<file path="config.mk">
export PLATFORM = sky130hd
export DESIGN_NAME = bin_to_gray
export DESIGN_NICKNAME = d
export VERILOG_FILES = /design/src/rtl/bin_to_gray.sv
export SDC_FILE = /design/constraint.sdc
export NUM_CORES = 1
export LEC_CHECK = 0
export CAP_MARGIN = 0
export CORE_AREA = 2 2 39 41
export DETAILED_ROUTE_END_ITERATION = 6
export DIE_AREA = 0 0 41 43
export PLACE_DENSITY = 0.69
export REMOVE_ABC_BUFFERS = 1
export SKIP_LAST_GASP = 1
export SYNTH_ARGS = -nofsm -noshare
export SYNTH_HDL_FRONTEND = slang
export SYNTH_SLANG_ARGS = --single-unit
</file>
<file path="constraint.sdc">
create_clock -name clk -period 1.26 [get_ports clk]
set_input_delay 0.252 -clock clk [delete_from_list [all_inputs] [get_ports clk]]
set_output_delay 0.252 -clock clk [all_outputs]
set_load 0.005 [all_outputs]
</file>
<file path="src/rtl/bin_to_gray.sv">
// Binary-to-Gray converter: combinational encode plus a valid-qualified registered
// stage with round-trip decode and a single-bit-step flag against the previous capture.
module bin_to_gray #(
    parameter int WIDTH = 4
) (
    input  logic             clk,
    input  logic             rst_n,
    input  logic [WIDTH-1:0] bin,
    output logic [WIDTH-1:0] gray,
    input  logic             in_valid,
    output logic [WIDTH-1:0] gray_q,
    output logic [WIDTH-1:0] bin_rt,
    output logic             out_valid,
    output logic             step_ok
);

    logic [WIDTH-1:0] code_d;
    logic [WIDTH-1:0] code_q;
    logic [WIDTH-1:0] diff;
    logic             one_bit;
    logic             step_d;
    logic             step_q;
    logic             valid_q;
    logic             have_prev_q;
    logic             acc;

    assign code_d = bin ^ (bin >> 1);
    assign gray   = code_d;

    // Running XOR from the MSB down undoes the encode without a self-referencing vector.
    always_comb begin
        bin_rt = '0;
        acc    = 1'b0;
        for (int i = WIDTH - 1; i >= 0; i--) begin
            acc       = acc ^ code_q[i];
            bin_rt[i] = acc;
        end
    end

    // Exactly one bit set: non-zero and clearing the lowest set bit leaves zero.
    assign diff    = code_d ^ code_q;
    assign one_bit = (diff != '0) && ((diff & (diff - WIDTH'(1))) == '0);
    assign step_d  = have_prev_q & one_bit;

    always_ff @(posedge clk or negedge rst_n) begin
        if (!rst_n) begin
            code_q      <= '0;
            valid_q     <= 1'b0;
            step_q      <= 1'b0;
            have_prev_q <= 1'b0;
        end else if (in_valid) begin
            code_q      <= code_d;
            valid_q     <= 1'b1;
            step_q      <= step_d;
            have_prev_q <= 1'b1;
        end else begin
            valid_q     <= 1'b0;
        end
    end

    assign gray_q    = code_q;
    assign out_valid = valid_q;
    assign step_ok   = step_q;

endmodule

</file>
### Word level (Yosys, flattened, before mapping)

Index checks and enable logic that the tools add are counted.

| storage, ports and cells | value |
|---|---|
| bits in registers | 7 |
| bits of input ports | 7 |
| output and inout bits | 14 |
| word-level logic and storage cells | 16 |

| cells by class | value |
|---|---|
| add/subtract/negate cells | 1 |
| multiplexer cells | 1 |
| bitwise gates (word level) | 7 |
| reduce and logical (&&, ||, !) cells | 3 |

Operators with widths:

| operator | count |
|---|---|
| bitwise AND 4 bit | 1 |
| zero test 4 bit | 1 |
| nonzero test 4 bit | 1 |
| subtractor 4 x 1 -> 4 bit (second input constant) | 1 |
| bitwise XOR 4 x 3 -> 4 bit | 1 |
| bitwise XOR 4 bit | 1 |
| bitwise XOR 1 bit | 3 |
| bitwise AND 1 bit | 1 |
| logical AND 1 bit | 1 |
| 2-to-1 mux 1 bit | 1 |

### Longest topological paths before layout

Gate-level depths: netlist of run 1.

| depth | value |
|---|---|
| depth after elaboration | 7 |
| depth in mapped cells | 5 |
| mapped depth without buffers | 5 |

### Worst setup path before layout of run 1

OpenSTA, ideal clock, no wires.

| path | value |
|---|---|
| path type | register to output |
| start | register code_q[3], in the netlist gray_q[3] |
| end | output bin_rt[0] |
| arrival | 1.208 ns |
| data required time | 1.008 ns |
| path slack | -0.200 ns |
| stages on the path, launching flop included | 5 |
| buffers on the path | 1 |
| path through | dfrtp_1 xor2_1 xor2_1 xor2_1 buf_4 |

| between the ends | value |
|---|---|
| cells in the longest elaborated chain, start to end | 3 |

Ends and longest elaborated chain:

| element | line | RTL |
|---|---|---|
| start, declared | 18 | `logic [WIDTH-1:0] code_q;` |
| start signal, assigned | 52 | `code_q <= code_d;` |
| bitwise XOR 1 bit | 35 | `acc = acc ^ code_q[i];` |
| named net bin_rt[2] | 12 | `output logic [WIDTH-1:0] bin_rt,` |
| bitwise XOR 1 bit | 35 |  |
| named net bin_rt[1] | 12 |  |
| bitwise XOR 1 bit | 35 |  |
| end, declared | 12 |  |

The timed path passes the listed nets, and every way through them passes these cells.

### Worst setup path after layout of run 1

| path | value |
|---|---|
| start | register code_q[2], in the netlist gray_q[2] |
| end | output bin_rt[0] |

| between the ends | value |
|---|---|
| cells in the longest elaborated chain, start to end | 3 |

Ends and longest elaborated chain:

| element | line |
|---|---|
| bitwise XOR 1 bit (3 in series) | 35 |

No other way between the ends.

==> results of run 1 <==
## logic make-up (layout without fill, tap and decap cells)
kind of cell,count (synthesis),after routing,share of synthesized area
flip-flops,7,7,0.401
AND/OR/NAND/NOR,13,13,0.158
multiplexers,4,4,0.103
XOR/XNOR,10,10,0.201
AO/OA/AOI/OAI,3,3,0.0688
buffers and inverters,5,38,0.0687
## state kept, by name, indices dropped and copies added (netlist names)
register	flops
have_prev_q	1
step_ok	1
gray_q	4
out_valid	1
## power groups by stage
stage	clock, µW	combinational, µW	sequential [µW]
after floorplan	0	149	287
after global placement	0	454	274
after detailed placement	0	458	276
after CTS	218	496	273
after global routing	236	576	279
final	208	529	277
## through the flow
step / setup WS [ns] / power, µW
after detailed placement: -0.572 / 734
after CTS: -0.439 / 987
after global placement: -0.578 / 727
after floorplan: -0.131 / 437
after global routing: -0.520 / 1090
final: -0.444 / 1010
## layout by cell type, fill, tap and decap left out, types with 2 or more instances in the layout
cell / Yosys / final
nand2_1: 3 / 3
mux2_2: 3 / 3
nor2_2: 1 / 2
xor2_1: 8 / 3
buf_2: 0 / 3
clkbuf_2: 0 / 3
buf_6: 0 / 11
clkdlybuf4s50_1: 0 / 2
nor2_1: 3 / 2
xor2_2: 0 / 3
buf_4: 3 / 6
xor2_4: 0 / 2
clkdlybuf4s15_2: 0 / 3
dlygate4sd2_1: 0 / 5
clkbuf_4: 0 / 3
dfrtp_1: 7 / 7
## area by class of cell
class,instances,area [µm²]
multi-input combinational,30,323
sequential,7,175
inverter,1,3.75
fill,119,539
timing repair buffer,33,297
clock buffer,4,26.3
tap,16,20.0
## path summary, 6_finish.rpt
check | endpoint | slack (ns) | depth (start not counted)
min in group clk | have_prev_q | 0.47 | 1
max reg2reg | step_ok | -0.14 | 6
max | bin_rt[0] | -0.44 | 5
min reg2reg | have_prev_q | 0.47 | 1
max in group asynchronous | gray_q[2] | 0.73 | 1
min | out_valid | 0.27 | 1
## worst max-delay path, cell delays in order (launching register included)
cell and delay, ns:
dfrtp_1 0.41, xor2_2 0.24, xor2_2 0.18, buf_4 0.13, xor2_1 0.11, buf_2 0.12
## what timing repair did
action | in CTS | in global routing
pin swaps | 10 | 7
setup endpoints to repair | 15 | 12
resized for setup | 55 | 21
buffers inserted | 6 | 2
cloned | 0 | 0
## per-layer routing
metal,up-vias,global-route usage,routed length [µm]
met5,-,0,0
met3,2,0.0942,80
li1,200,-,-
met2,14,0.234,614
met1,200,0.206,432
met4,0,0.0400,5
==> summary.md, run 1 <==
| Metric | Value |
|---|---|
| Status | `finished with violations` |
| Failing checks | `negative setup slack` |
| Number of instances in the placed design | `85` |
| Fraction of layout cells with a size suffix above 1 | `0.587` |
| Drt wl/cell | `12.5 µm` |
| Max Root-Sink Buffers | `2` |
| Fin. Hold Viols | `0` |
| Finished Cell Area | `845 µm²` |
| Tcrit/Tclk final | `1.35` |
| First-pass iteration count of the detailed router | `4` |
| Internal | `~690 µW` |
| Number of global-route vias before repair | `approximately 420` |
| Async set-reset flop share out of synthesis | `1.00` |
| Mapped cell area | `437 µm²` |
| Largest net degree at the start of global routing | `8` |
| CP Data Required Time | `1.01 ns` |
| Max-Cap Viols | `0` |
| Top-count cell post-synth | `xor2_1` |
| Min-delay worst type | `in2async` |
| Drc violations | `0` |
| Hold-fix buffers, CTS | `0` |
| Switching pwr | `319 µW` |
| Root Buffer | `clkbuf_4` |
| Full die area | `1760 µm²` |
| Num CTS Buffers | `3` |
| Crit-path max FO | `2` |
| CP endpoint kind | `primary output` |
| Netlist cell types | `20` |
| Final Slew Violations | `0` |
| Clock Skew | `0.00525 ns` |
| Die height | `43 µm` |
| Combinational group share of total power | `0.522` |
| RSZ-0062 raised after global routing | `true` |
| Slew @ Worst Pin | `0.354 ns` |
| Worst skew pair latency | `0.26 ns` |
| Routed WL | `1.13 mm` |
| Port Buffers | `20` |
| Crit Reg-Reg Startpoint | `gray_q[1]` |
| Launch point of the worst path | `gray_q[2]` |
| Top cell type's share of synthesized area | `0.401` |
| Hold slack | `0.267 ns` |
| Startpoint Class | `register` |
| Post-DR vias/cell | `4.57` |
| Rows | `14` |
| Detailed-route via count | `416` |
| Top cells by area, synth | `dfrtp_1 (40%), xor2_1 (16%), mux2_2 (7.7%)` |
| Commonest cells post-synth | `xor2_1 (8), dfrtp_1 (7)` |
| Pwr Density | `approximately 1200 nW/µm²` |
| Clock tree from TritonCTS | `built` |
| GPL Wtd Cong | `0.662` |
| All-layer global routing usage | `0.163` |
| Num ports | `21` |
| Clock power frac | `0.205` |
| Global route overflow | `0` |
| First-pass GRT wire length | `1.84 mm` |
| Syn avg cell area | `10.4 µm²` |
| Highest Clock Rate | `587 MHz` |
| Clock Sinks | `7` |
| Cells after synthesis | `42` |
| Post-route ant nets | `0` |
| Sw Share | `0.315` |
| Most used flip-flop cell after synthesis | `dfrtp_1` |
| Reg power frac | `0.273` |
| Synthesis Warnings | `0` |
| Starting Density | `0.316` |
| Iter 0 DRT Violations | `3` |
| Nets@finish | `83` |
| Leakage | `0.000372 µW` |
| Layout Cells excl Fill | `91` |
| Seq/Total Area, Yosys | `0.401` |
| Setup TNS | `-1.02 ns` |
| N_diodes | `0` |
| Util after Layout | `0.610` |
| Final setup fails | `6` |
| Crit path DAT | `1.45 ns` |
| Min Tclk post-route | `around 1.7 ns` |
| Critical path type | `reg2out` |
| Peak supply drop | `0.704 mV` |
| Post-synth top area cell | `dfrtp_1` |
| Cell Area, Placed | `713 µm²` |
| Number of synthesized flops with an enable pin | `0` |
| Initial antenna violation count | `0` |
| H-tree levels | `1` |
| Core ar. | `about 1400 µm²` |
| Clock transition at path regs | `0.05 ns` |
| Yosys reg bits | `7` |
| Worst slew margin | `0.763` |
| PnR worst setup slack | `-0.444 ns` |
| Area growth syn-to-layout | `93.4%` |
| Die W | `41 µm` |
No activity file was read; power rests on OpenSTA's default activity.
==> inputs of run 2 (changes only) <==
==> constraint.sdc (replaced) <==
create_clock -name clk -period 1.26 [get_ports clk]
set_input_delay 0.252 -clock clk [delete_from_list [all_inputs] [get_ports clk]]
set_output_delay 0.252 -clock clk [all_outputs]
set_load 0.02 [all_outputs]
==> summary.md, run 2 (synthesized netlist as in run 1, its figures left out) <==
| Metric | Value |
|---|---|
| Largest net degree at the start of global routing | `8 (unchanged)` |
| Max Root-Sink Buffers | `2 (unchanged)` |
| Final Slew Violations | `0 (unchanged)` |
| Num CTS Buffers | `3 (unchanged)` |
| Clock Skew | `0.00210 ns (-0.00315 ns)` |
| Num ports | `21 (unchanged)` |
| Hold slack | `0.262 ns (-0.00504 ns)` |
| Clock Sinks | `7 (unchanged)` |
| Final setup fails | `5 (-1)` |
| N_diodes | `0 (unchanged)` |
| Die W | `41 µm (unchanged)` |
| CP Data Required Time | `1.01 ns (about the same)` |
| Min-delay worst type | `in2async` |
| RSZ-0062 raised after global routing | `true` |
| Finished Cell Area | `751 µm² (-11%)` |
| Core ar. | `1380 µm² (unchanged)` |
| Slew @ Worst Pin | `0.350 ns (-0.00393 ns)` |
| Nets@finish | `86 (+3.6%)` |
| Drc violations | `0 (unchanged)` |
| Combinational group share of total power | `0.534 (+0.012)` |
| Crit path to | `bin_rt[0]` |
| Area growth syn-to-layout | `71.9%` |
| Failing checks | `negative setup slack` |
| Post-route ant nets | `0 (unchanged)` |
| GPL Wtd Cong | `0.680 (+2.7%)` |
| Crit-path max FO | `2 (unchanged)` |
| Die height | `43 µm (unchanged)` |
| All-layer global routing usage | `0.151 (-0.0128)` |
| Crit path DAT | `1.55 ns (+0.10 ns)` |
| Fin. Hold Viols | `0 (unchanged)` |
| First-pass iteration count of the detailed router | `4 (unchanged)` |
| Startpoint Class | `register` |
| Reg power frac | `0.259 (-0.014)` |
| PnR worst setup slack | `-0.541 ns (-0.0967 ns)` |
| Pwr Density | `1400 nW/µm² (+17%)` |
| Worst slew margin | `0.766 (+0.00263)` |
| Min Tclk post-route | `1.80 ns (+0.0967 ns)` |
| Commonest non-fill, non-tap cell in the layout | `buf_4` |
| Critical path type | `reg2out` |
| Root Buffer | `clkbuf_4` |
| Reg2Reg Capture Point | `step_ok` |
| Max reg flops | `4 (unchanged)` |
| H-tree levels | `1 (unchanged)` |
| Clock tree from TritonCTS | `built` |
| Full die area | `1760 µm² (unchanged)` |
| Iter 0 DRT Violations | `2 (-1)` |
| Post-DR vias/cell | `4.52 (-1.1%)` |
| Crit Reg-Reg Startpoint | `gray_q[2]` |
| Clock power frac | `0.207 (+0.002)` |
| Sw Share | `0.369 (+0.0546)` |
| Util after Layout | `0.542 (-0.0678)` |
| Initial antenna violation count | `0 (unchanged)` |
| CP endpoint kind | `primary output` |
| Worst skew pair latency | `0.26 ns (about the same)` |
| Flop-to-flop setup slack | `-0.31 ns (-0.17 ns)` |
| Drt wl/cell | `11.4 µm (-8.7%)` |
| Fraction of layout cells with a size suffix above 1 | `0.474 (-0.112)` |
| Switching pwr | `389 µW (+22%)` |
| Status | `finished with violations` |
| Routed WL | `1.07 mm (-5.6%)` |
| Port Buffers | `20 (unchanged)` |
| Max-Cap Viols | `0 (unchanged)` |
| Global route overflow | `0 (unchanged)` |
| Cell Area, Placed | `736 µm² (+3.2%)` |
| Hold-fix buffers, CTS | `0 (unchanged)` |
| Rows | `14 (unchanged)` |
| Leakage | `0.000364 µW (-2.2%)` |
| Setup TNS | `-1.35 ns (-0.329 ns)` |
| Detailed-route via count | `425 (+2.2%)` |
| Starting Density | `0.316 (unchanged)` |
| Launch point of the worst path | `gray_q[2]` |
| Internal | `664 µW (-4.5%)` |
| Number of global-route vias before repair | `423 (+1.9%)` |
| First-pass GRT wire length | `1.79 mm (-3.0%)` |
| Peak supply drop | `0.762 mV (+8.2%)` |
| Dpl hpwl | `830 µm` |
| FF-to-FF path depth | `7 (+1)` |
| Commonest non-fill, non-tap cells in the layout | `buf_4 (18), xor2_1 (7), dfrtp_1 (7), dlygate4sd2_1 (7), buf_2 (5)` |
| Clock transition at path regs | `0.06 ns (about the same)` |
| Tcrit/Tclk final | `1.43 (+0.0767)` |
| Highest Clock Rate | `555 MHz (-5.4%)` |
## run 2: per-layer routing
metal | vias up | track usage | routed length, µm
met5 | - | 0 | 0
met4 | 0 | 0.0800 | 27
met3 | 3 | 0.0471 | 69
met2 | 14 | 0.200 | 495
met1 | 198 | 0.210 | 476
li1 | 210 | - | -
## run 2: power by group through the flow
| stage | registers [µW] | logic, µW | clock network (µW) |
|---|---|---|---|
| 6_report | 273 | 562 | 218 |
| 5_1_grt | 277 | 601 | 240 |
| 4_1_cts | 274 | 558 | 226 |
| 3_5_place_dp | 275 | 566 | 0 |
| 3_3_place_gp | 272 | 561 | 0 |
| 2_1_floorplan | 324 | 206 | 0 |
## run 2: critical path, stage by stage (launching register included)
cell	delay [ns]
dfrtp_1	0.40
xor2_2	0.21
xor2_1	0.23
buf_4	0.15
xor2_1	0.15
buf_4	0.16
## run 2: metrics by stage
step	setup WS, ns	instances	total power (µW)
2_1_floorplan	-0.967	38	530
3_3_place_gp	-0.671	88	833
3_5_place_dp	-0.658	88	841
4_1_cts	-0.544	93	1060
5_1_grt	-0.601	94	1120
6_report	-0.541	94	1050
## run 2: worst min-delay path by stage
stage / to / slack, ns / cells past startpoint
after CTS: have_prev_q / 0.27 / 1
after floorplan: gray_q[0] / -0.04 / 0
after detailed placement: have_prev_q / 0.47 / 1
after global routing: out_valid / 0.28 / 1
after global placement: have_prev_q / 0.45 / 1
final: have_prev_q / 0.26 / 1
## run 2: repair_timing
item	CTS	global route
pin swaps	5	2
setup endpoints to repair	15	6
resized for setup	61	1
buffers inserted	3	1
## run 2: final cells by class
class	instances	area, µm²
Clock buffer	4	26.3
Tap cell	16	20.0
Timing Repair Buffer	36	287
Multi-Input combinational cell	30	239
Inverter	1	3.75
Sequential cell	7	175
Fill cell	147	633
